--- src/rtl/serial_adder.sv ---
// Bit-serial W-bit adder: one full-adder slice plus a carry flip-flop, LSB first,
// with a start/busy/done handshake. Define SERIAL_ADDER_OVF_EN to add the ovf output.

module full_adder (
   input  logic i_a,
   input  logic i_b,
   input  logic i_ci,
   output logic o_s,
   output logic o_co
);
   assign o_s  = i_a ^ i_b ^ i_ci;
   assign o_co = (i_a & i_b) | (i_a & i_ci) | (i_b & i_ci);
endmodule

module serial_adder #(
   parameter int W = 8
) (
   input  logic         clk,
   input  logic         rst,
   input  logic         start,
   input  logic [W-1:0] a,
   input  logic [W-1:0] b,
   input  logic         cin,
   output logic         busy,
   output logic         done,
   output logic [W-1:0] sum,
   output logic         cout
`ifdef SERIAL_ADDER_OVF_EN
  ,output logic         ovf
`endif
);
   localparam int CW = $clog2(W + 1);
   localparam logic [CW-1:0] LAST = CW'(W - 1);

   typedef enum logic [1:0] {S_IDLE, S_RUN, S_DONE} state_t;

   state_t         r_state;
   logic [W-1:0]   r_sra;
   logic [W-1:0]   r_srb;
   logic [W-1:0]   r_sacc;
   logic           r_cff;
   logic [CW-1:0]  r_cnt;
   logic           r_busy;
   logic           r_done;
   logic [W-1:0]   r_sum;
   logic           r_cout;
`ifdef SERIAL_ADDER_OVF_EN
   logic           r_ovf;
`endif

   logic           w_s;
   logic           w_c;
   logic [W-1:0]   w_sacc_next;

   full_adder u_slice (
      .i_a  (r_sra[0]),
      .i_b  (r_srb[0]),
      .i_ci (r_cff),
      .o_s  (w_s),
      .o_co (w_c)
   );

   // The new sum bit enters at the top so bit 0 ends up at sacc[0] after W shifts.
   generate
      if (W == 1) begin : g_w1
         assign w_sacc_next = w_s;
      end else begin : g_wn
         assign w_sacc_next = {w_s, r_sacc[W-1:1]};
      end
   endgenerate

   // NOTE: every register here uses <= so all of them sample pre-edge values;
   // blocking assignments would let the shift and the carry see each other's new values.
   always_ff @(posedge clk or posedge rst) begin
      if (rst) begin
         r_state <= S_IDLE;
         r_sra   <= '0;
         r_srb   <= '0;
         r_sacc  <= '0;
         r_cff   <= 1'b0;
         r_cnt   <= '0;
         r_busy  <= 1'b0;
         r_done  <= 1'b0;
         r_sum   <= '0;
         r_cout  <= 1'b0;
`ifdef SERIAL_ADDER_OVF_EN
         r_ovf   <= 1'b0;
`endif
      end else begin
         r_done <= 1'b0;
         case (r_state)
            S_IDLE, S_DONE: begin
               if (start) begin
                  r_sra   <= a;
                  r_srb   <= b;
                  r_cff   <= cin;
                  r_cnt   <= '0;
                  r_sacc  <= '0;
                  r_busy  <= 1'b1;
                  r_state <= S_RUN;
               end else begin
                  r_state <= S_IDLE;
               end
            end
            S_RUN: begin
               r_sra  <= r_sra >> 1;
               r_srb  <= r_srb >> 1;
               r_sacc <= w_sacc_next;
               r_cff  <= w_c;
               r_cnt  <= r_cnt + 1'b1;
               if (r_cnt == LAST) begin
                  r_sum   <= w_sacc_next;
                  r_cout  <= w_c;
`ifdef SERIAL_ADDER_OVF_EN
                  // r_cff is the carry into bit W-1 on this edge.
                  r_ovf   <= r_cff ^ w_c;
`endif
                  r_done  <= 1'b1;
                  r_busy  <= 1'b0;
                  r_state <= S_DONE;
               end
            end
            default: r_state <= S_IDLE;
         endcase
      end
   end

   assign busy = r_busy;
   assign done = r_done;
   assign sum  = r_sum;
   assign cout = r_cout;
`ifdef SERIAL_ADDER_OVF_EN
   assign ovf  = r_ovf;
`endif

endmodule

--- config.mk ---
export PLATFORM = sky130hd
export DESIGN_NAME = serial_adder
export DESIGN_NICKNAME = d
export VERILOG_FILES = /design/src/rtl/serial_adder.sv
export SDC_FILE = /design/constraint.sdc
export NUM_CORES = 1
export LEC_CHECK = 0
export BUFFER_PORTS_ARGS = -buffer_cell sky130_fd_sc_hd__buf_2
export CORE_AREA = 2 2 62 64
export CTS_CLUSTER_SIZE = 20
export DETAILED_ROUTE_END_ITERATION = 6
export DIE_AREA = 0 0 64 66
export PLACE_DENSITY_LB_ADDON = 0.2
export SLEW_MARGIN = 40
export SYNTH_ARGS = -nofsm -noshare
export SYNTH_HDL_FRONTEND = slang
export SYNTH_SLANG_ARGS = --single-unit
--- constraint.sdc ---
create_clock -name clk -period 1.4 [get_ports clk]
set_input_delay 0.28 -clock clk [delete_from_list [all_inputs] [get_ports clk]]
set_output_delay 0.28 -clock clk [all_outputs]
set_load 0.005 [all_outputs]
==> run summary, run 1 <==
first-pass GRT wire length: 5.12 mm
Setup Crit Path Kind: reg -> reg
post-synth top area cell: dfrtp_1
measured slew at the worst slew-check pin: 0.295 ns
Die Wd: 64 um
pwr dens: 2230 mW/mm2
RR Endpoint: sum[0]
failing checks: setup timing
Max Cap Viol: 0
Worst Hold Class: in -> reg
family with the most delay on the worst path: flip-flops
Compound-Gate Fraction of Synth Area: 20.8%
Die H: 66 um
synthesized cell area: 0.00166 mm2
Worst Path Buf+Inv: 1
clk_lat worst skew: 0.35 ns
vias after detailed routing: 1095
Synth Area per Inst: 14.0 um2
CP peak stage delay: 0.37 ns
initial DRC count: 43
Slew HR: 80.3%
Post-DP Area: 0.00194 mm2
syn_nets: 141
GRT Util Overall: 16.1%
# H-tree levels: 2
FF-to-FF setup slack: -0.009 ns
WP depth: 5
vias in the first global route: 1101
crit path launch type: flip-flop
post-route cell area: 0.00207 mm2
WP data arrival: 1.66 ns
Antenna diodes: 0
crit path cell chain: ha_2 -> nand2_2 -> nor3b_2 -> buf_6 -> mux2_1
hpwl dp: 2.10 mm
main combinational cell family by area after synthesis: compound AO/OA/AOI/OAI gates
synth top area cells: dfrtp_1, a22o_1, a21o_1
slowest CP cell: dfrtp_1
fin. max-slew vios: 0
Worst Setup EP: sum[0]
post-route minimum period: 1.41 ns
final WL: 2.88 mm
peak supply drop: 1.02 mV
Post-Synth Simple-Gate Area: 4.67%
core area: 0.00355 mm2
crit share post-route: 101%
largest net degree at the start of global routing: 42
Worst EP required: 1.65 ns
GRT overflow: 0
row cnt: 22
leak pwr: 1.11 nW
CP Max Fanout: 11
XOR/XNOR share of the synthesized area: 0%
buffer depth of the longest clock path: 2
# port buffers: 30
post-synthesis mux area share: 7.98%
Setup crit end kind: flip-flop
DRC Markers: 0
nets: 184
Adder-Cell Fraction of Synth Area: 1.96%
CTS buffer count: 5
num ports: 31
area grow syn2layout: 24.3%
routed vias/inst: 5.19
Final Skew: 0.0117 ns
CTS tree: yes
synthesized flop and latch total: 41
Synth top area share: 61.7%
wire per inst: 13.7 um
Detailed Routing Iterations Pass 1: 4
Post-CTS Setup Repair Bufs: 0
Finish-stage setup viols: 3
Synth cell types: 21
cells after synthesis: 119
Routed Antenna Nets: 0
clock slew at reported path FFs: 0.13 ns
Initial Util: 46.8%
setup slack after layout: -0.00898 ns
final core utilization: 58.2%
die area: 0.00422 mm2
Routability Congestion: 0.696
Fin. Hold Viols: 0
status: complete, but fails checks
cells on worst reg2reg path: 5
Critical path origin: r_cnt[1]
layout cells sized above 1: 38.7%
Clock Sinks: 41
sequential share of the synthesized area: 61.7%
initial antenna violation count: 0
FF-to-FF Start: r_cnt[1]
Synth warnings: 0
Root Driver: clkbuf_4
RSZ-0062 raised after global routing: true
fmax: 710 MHz
==> kinds of logic after synthesis <==
group,Yosys count
muxes,12
AOI/OAI and AO/OA,42
DFF,41
adders and majority gates,2
buffers and inverters,9
and+or+nand+nor,13
==> state kept, by name, summed over array words and instances (netlist names), 2 cells and up <==
register  flops
sum           8
r_cnt         4
r_sacc        7
r_sra         8
r_state       2
r_srb         8
==> layout by cell type (no fill, tap or decap), types with 2 or more instances in the layout <==
master and n:
nand2_1 2, nor2b_1 2, clkbuf_4 5, a21o_1 15
a22o_1 26, mux2_4 7, mux2_1 2, buf_4 11
nor2_1 2, buf_2 30, mux2i_1 2, dfrtp_1 41
==> cells in the mapped netlist <==
cell type   n
dfrtp_1    41
a22o_1     26
a21o_1     15
mux2_1      8
buf_2       6
nand2_1     3
buf_4       2
mux2_2      2
mux2i_1     2
nor2_1      2
nor2b_1     2
and2b_1     1
fa_1        1
ha_1        1
inv_1       1
nand2b_1    1
nand4_1     1
nor2_2      1
nor3b_1     1
nor3b_2     1
o21ai_0     1
==> metrics by stage <==
stage	std cells	hold WS [ns]	TNS [ns]	total power, mW	setup slack, ns
5_1_grt	211	0.167	-1.75	4.97	-0.0760
3_5_place_dp	202	0.352	-0.0416	3.80	-0.0146
4_1_cts	211	0.144	-0.0549	4.58	-0.0186
2_1_floorplan	119	0.413	-0.121	3.19	-0.0152
6_report	211	0.157	-0.0205	4.60	-0.00898
3_3_place_gp	202	0.345	0	3.71	0.0174
==> layer usage <==
| layer | routed length, um | track usage (%) | part of all wire (%) | up-vias |
|---|---|---|---|---|
| met1 | 1340 | 20.9 | 46 | 537 |
| met3 | 144 | 3.07 | 5.0 | 5 |
| li1 | - | - | - | 525 |
| met4 | 43 | 8.15 | 1.5 | 0 |
| met2 | 1360 | 25.8 | 47 | 28 |
| met5 | 0 | 0 | 0 | - |
==> worst min path at each step <==
stage	startpoint	to	slack, ns	depth (start not counted)
floorplan	start	r_state[0]	0.41	2
global placement	rst	r_srb[7]	0.35	3
detailed placement	rst	r_sra[6]	0.35	3
CTS	a[7]	r_sra[7]	0.14	2
global route	a[7]	r_sra[7]	0.17	2
finish	a[7]	r_sra[7]	0.16	2
==> cell type report <==
class,instances,area [um2]
Fill cell,300,1480
Sequential cell,41,1030
Multi-Input combinational cell,69,619
Timing Repair Buffer,44,274
Tap cell,48,60.1
Clock inverter,3,46.3
Clock buffer,5,37.5
Inverter,1,3.75
==> worst register-to-register path, delay by kind of cell (launching register included) <==
kind	cells	cell delay [ns]
adders and majority gates	1	0.19
buffers and inverters	1	0.19
DFF	1	0.37
muxes	1	0.33
and+or+nand+nor	2	0.23
==> timing repair <==
action,in CTS,in global routing
hold endpoints to repair,41,0
endpoints found under the setup margin,9,33
cloned,0,0
hold buffers,1,0
gates resized for setup,1,7
==> report_power, final <==
group	switching, mW	total, mW	internal, mW	leakage (nW)
Combinational	0.762	1.83	1.07	0.549
Clock	0.387	0.765	0.378	0.0414
Sequential	0.311	2.00	1.69	0.522
No activity file was read; power rests on OpenSTA's default activity.
==> run 2, diff against run 1 <==
Settings changed: PLACE_DENSITY set to 0.82, PLACE_DENSITY_LB_ADDON 0.2 to not set.
==> run 2 against run 1 <==
  * The flow still finishes with violations (setup timing)
  * Sequential power hardly changed
  * Design area increased by 3.0%
  * Via count increased by 4.3%
  * Cell count rose by 1.4%
  * Die area unchanged
  * Core utilization increased by 1.8 points
  * Sequential cell count unchanged
  * Sequential share of layout area fell by 1.5 points
  * Global-route usage is 1.2 points higher
  * Worst hold slack got worse by 0.13 ns
  * Clock power is 6.3% higher
  * Non-clock buffer count is 3 higher
  * Critical path type unchanged
  * Largest cell class unchanged
==> run summary, run 2 (same netlist as run 1, synthesis figures left out) <==
status: complete, but fails checks (unchanged)
failing checks: setup timing (unchanged)
final WL: 3.21 mm (was 2.88 mm)
final std cells w/o fill: 214 (was 211)
hold slack: 0.0264 ns (was 0.157 ns)
core area: 0.00355 mm2 (unchanged)
Post-DP Area: 0.00193 mm2 (was 0.00194 mm2)
leak pwr: 1.14 nW (was 1.11 nW)
pre-CTS setup slack: -0.0483 ns (was -0.0146 ns)
Routability Congestion: 0.709 (was 0.696)
first-pass GRT wire length: 5.53 mm (was 5.12 mm)
Root Driver: clkbuf_4 (unchanged)
RSZ-0062 raised after global routing: true (unchanged)
vias in the first global route: 1197 (was 1101)
initial DRC count: 42 (was 43)
crit share post-route: 106% (was 101%)
final core utilization: 60.0% (was 58.2%)
peak supply drop: 1.02 mV (about the same)
Setup crit end kind: flip-flop (unchanged)
clock slew at reported path FFs: 0.13 ns (about the same)
WP data arrival: 1.74 ns (was 1.66 ns)
crit path launch type: flip-flop (unchanged)
initial antenna violation count: 0 (unchanged)
vias after detailed routing: 1142 (was 1095)
buffer depth of the longest clock path: 2 (unchanged)
Setup Crit Path Kind: reg -> reg (unchanged)
Final Skew: 0.0162 ns (was 0.0117 ns)
largest net degree at the start of global routing: 42 (unchanged)
Detailed Routing Iterations Pass 1: 4 (unchanged)
DRC Markers: 0 (unchanged)
pwr dens: 2290 mW/mm2 (was 2230 mW/mm2)
Max Cap Viol: 0 (unchanged)
wire per inst: 15.0 um (was 13.7 um)
placed cell count: 200 (was 202)
area grow syn2layout: 28.1% (was 24.3%)
met1 Usage GRT: 21.0% (was 20.9%)
clk_lat worst skew: 0.36 ns (was 0.35 ns)
post-route minimum period: 1.49 ns (was 1.41 ns)
num ports: 31 (unchanged)
row cnt: 22 (unchanged)
# port buffers: 30 (unchanged)
setup slack after layout: -0.0864 ns (was -0.00898 ns)
Power Total: 4.88 mW (was 4.60 mW)
Clock Sinks: 41 (unchanged)
Worst EP required: 1.65 ns (about the same)
routed vias/inst: 5.34 (was 5.19)
measured slew at the worst slew-check pin: 0.505 ns (was 0.295 ns)
fmax: 673 MHz (was 710 MHz)
hpwl dp: 2.09 mm (was 2.10 mm)
nets: 187 (was 184)
Worst Hold Class: in -> async (was in -> reg)
GRT Util Overall: 17.3% (was 16.1%)
GR Layer Usage met3: 5.96% (was 3.07%)
fin. max-slew vios: 0 (unchanged)
CTS tree: yes (unchanged)
commonest non-fill, non-tap cell in the layout: dfrtp_1 (unchanged)
commonest non-fill, non-tap cells in the layout: dfrtp_1, buf_2, a22o_1 (unchanged)
GRT met2 Usage: 28.9% (was 25.8%)
Initial Util: 46.8% (unchanged)
# H-tree levels: 2 (unchanged)
post-route cell area: 0.00213 mm2 (was 0.00207 mm2)
TNS Setup: -0.597 ns (was -0.0205 ns)
Fin. Hold Viols: 0 (unchanged)
Slew HR: 66.3% (was 80.3%)
Top Usage Layer GRT: met2 (unchanged)
GRT overflow: 0 (unchanged)
Finish-stage setup viols: 9 (was 3)
CTS buffer count: 5 (unchanged)
Die Wd: 64 um (unchanged)
Die H: 66 um (unchanged)
die area: 0.00422 mm2 (unchanged)
Routed Antenna Nets: 0 (unchanged)
Antenna diodes: 0 (unchanged)
CP Max Fanout: 6 (was 11)
layout cells sized above 1: 42.8% (was 38.7%)
-- run 2: changes by cell type in the layout (fill, tap and decap cells not counted), sizes merged --
| cell | change |
|---|---|
| clkbuf | +1 |
| clkinv | -1 |
| dlygate4sd3 | -1 |
| buf | +4 |
-- run 2: final cells by class --
type | count | area (um2)
inverter | 1 | 3.75
clock buffer | 6 | 51.3
timing repair buffer | 47 | 309
fill | 284 | 1420
sequential | 41 | 1030
clock inverter | 2 | 37.5
multi-input combinational | 69 | 642
tap | 48 | 60.1
-- run 2: worst paths after layout --
check | start | to | slack [ns] | depth (start not counted)
max | r_cnt[1] | sum[1] | -0.09 | 5
min | rst | busy | 0.03 | 3
max reg2reg | r_cnt[1] | sum[1] | -0.09 | 5
min reg2reg | r_srb[1] | r_srb[1] | 0.49 | 1
max in group asynchronous | rst | r_cnt[0] | 1.02 | 3
min in group clk | b[7] | r_srb[7] | 0.16 | 2
-- run 2: what timing repair did --
item,CTS,global route
endpoints found under the setup margin,34,23
endpoints found under the hold margin,0,0
hold buffers,0,0
setup buffers,3,3
cloned,1,0
gates resized for setup,12,7
-- run 2: routing by layer --
metal / up-vias / wire, um
met5: - / 0
met2: 28 / 1580
met1: 578 / 1430
met3: 3 / 167
met4: 0 / 36
li1: 533 / -
-- run 2: power by group --
| part | switching, mW | internal (mW) |
|---|---|---|
| Clock | 0.389 | 0.424 |
| Combinational | 0.831 | 1.22 |
| Sequential | 0.330 | 1.69 |
-- run 2: critical path: stages (launching register included) --
cell and delay, ns:
dfrtp_1 0.39, ha_2 0.19, nand2_2 0.08, nor3b_4 0.24, buf_6 0.18, mux2_4 0.31
==> run 3, diff against run 2 <==
Settings changed: CORE_AREA 2 2 62 64 to 2 2 61 63, DIE_AREA 0 0 64 66 to 0 0 63 65, PLACE_DENSITY 0.82 to 0.81, TNS_END_PERCENT set to 30.
Clock period 1.4 ns to 1.9 ns, I/O delays scaled along.
==> run 3 against run 2 <==
  * The flow now finishes without violations
  * Core utilization shrank 5.0 points
  * Clock power shrank 51%
  * Combinational power shrank 43%
  * Critical path depth is the same
  * Power shrank 38%
  * Highest routed layer unchanged
==> run summary, run 3 (same netlist as run 1, synthesis figures left out) <==
status: complete, no violations (was complete, but fails checks)
WP data arrival: 1.96 ns (was 1.74 ns)
Post-CTS Setup Repair Bufs: 0 (was 3)
CTS tree: yes (unchanged)
vias in the first global route: 1130 (was 1197)
Final Skew: 0.00794 ns (was 0.0162 ns)
crit path launch type: flip-flop (unchanged)
largest net degree at the start of global routing: 42 (unchanged)
Slew HR: 62.7% (was 66.3%)
Antenna diodes: 0 (unchanged)
GRT overflow: 0 (unchanged)
pwr dens: 1590 mW/mm2 (was 2290 mW/mm2)
leak pwr: 1.05 nW (was 1.14 nW)
Die Wd: 63 um (was 64 um)
TNS Setup: 0 ns (was -0.597 ns)
DRC Markers: 0 (unchanged)
clock slew at reported path FFs: 0.11 ns (was 0.13 ns)
Setup crit end kind: flip-flop (unchanged)
routed vias/inst: 5.45 (was 5.34)
Clock Sinks: 41 (unchanged)
Worst Hold Class: in -> async (unchanged)
initial DRC count: 40 (was 42)
first-pass GRT wire length: 5.10 mm (was 5.53 mm)
RSZ-0062 raised after global routing: false (was true)
nets: 175 (was 187)
Max Cap Viol: 0 (unchanged)
CTS buffer count: 5 (unchanged)
buffer depth of the longest clock path: 2 (unchanged)
GRT Util Overall: 16.2% (was 17.3%)
Worst EP required: 2.14 ns (was 1.65 ns)
layout cells sized above 1: 29.9% (was 42.8%)
final core utilization: 55.0% (was 60.0%)
Root Driver: clkbuf_4 (unchanged)
num ports: 31 (unchanged)
Post-CTS Resized: 0 (was 12)
Routability Congestion: 0.700 (was 0.709)
area grow syn2layout: 15.6% (was 28.1%)
core area: 0.00350 mm2 (was 0.00355 mm2)
commonest non-fill, non-tap cells in the layout: dfrtp_1, buf_2, a22o_1 (unchanged)
peak supply drop: 0.611 mV (was 1.02 mV)
Die H: 65 um (was 66 um)
fmax: 583 MHz (was 673 MHz)
wire per inst: 14.1 um (was 15.0 um)
initial antenna violation count: 0 (unchanged)
Routed Antenna Nets: 0 (unchanged)
row cnt: 22 (unchanged)
Setup Crit Path Kind: reg -> reg (unchanged)
# port buffers: 30 (unchanged)
hpwl dp: 1.96 mm (was 2.09 mm)
final WL: 2.85 mm (was 3.21 mm)
CP Max Fanout: 17 (was 6)
measured slew at the worst slew-check pin: 0.558 ns (was 0.505 ns)
crit share post-route: 90.3% (was 106%)
commonest non-fill, non-tap cell in the layout: dfrtp_1 (unchanged)
Finish-stage setup viols: 0 (was 9)
Fin. Hold Viols: 0 (unchanged)
post-route minimum period: 1.72 ns (was 1.49 ns)
fin. max-slew vios: 0 (unchanged)
clk_lat worst skew: 0.34 ns (was 0.36 ns)
die area: 0.00410 mm2 (was 0.00422 mm2)
Initial Util: 47.6% (was 46.8%)
CTS hold repair buffers: 0 (unchanged)
Detailed Routing Iterations Pass 1: 4 (unchanged)
vias after detailed routing: 1100 (was 1142)
# H-tree levels: 2 (unchanged)
-- run 3: final timing paths --
| kind | slack, ns | to | start | cells past startpoint |
|---|---|---|---|---|
| hold reg to reg | 0.49 | sum[3] | sum[3] | 1 |
| setup / recovery | 0.18 | sum[7] | r_state[1] | 5 |
| setup reg to reg | 0.18 | sum[7] | r_state[1] | 5 |
| min in group clk | 0.27 | r_srb[7] | b[7] | 2 |
| hold / removal | 0.14 | sum[4] | rst | 3 |
| max in group asynchronous | 1.41 | sum[0] | rst | 3 |
-- run 3: final cells by class --
class | instances | area, um2
timing repair buffer | 35 | 188
clock buffer | 6 | 41.3
inverter | 1 | 3.75
tap | 48 | 60.1
multi-input combinational | 69 | 593
clock inverter | 2 | 10.0
sequential | 41 | 1030
fill | 319 | 1570
-- run 3: stage by stage --
| stage | instances | setup WS [ns] | instance area (um2) | hold slack (ns) | total power, mW |
|---|---|---|---|---|---|
| global route | 202 | 0.0596 | 1920 | 0.168 | 3.31 |
| detailed placement | 194 | 0.185 | 1870 | 0.465 | 2.67 |
| global placement | 194 | 0.225 | 1870 | 0.460 | 2.58 |
| CTS | 202 | 0.157 | 1920 | 0.152 | 3.08 |
| finish | 202 | 0.184 | 1920 | 0.144 | 3.05 |
| floorplan | 119 | 0.458 | 1660 | 0.450 | 2.35 |
-- run 3: where the power goes --
group	switching (mW)	leakage, nW	internal (mW)
logic	0.532	0.493	0.640
registers	0.229	0.522	1.25
clock network	0.260	0.0320	0.141
-- run 3: critical path, cell delays in order (launching register included) --
cell	delay (ns)
dfrtp_1	0.37
and2b_1	0.26
buf_4	0.24
nor3b_2	0.18
buf_4	0.21
mux2_2	0.35
-- run 3: layer usage --
metal,vias to the layer above,track usage (%),wire length [um]
li1,509,-,-
met1,555,20.0,1240
met2,33,26.3,1400
met3,3,7.12,196
met4,0,3.33,13
met5,-,0,0
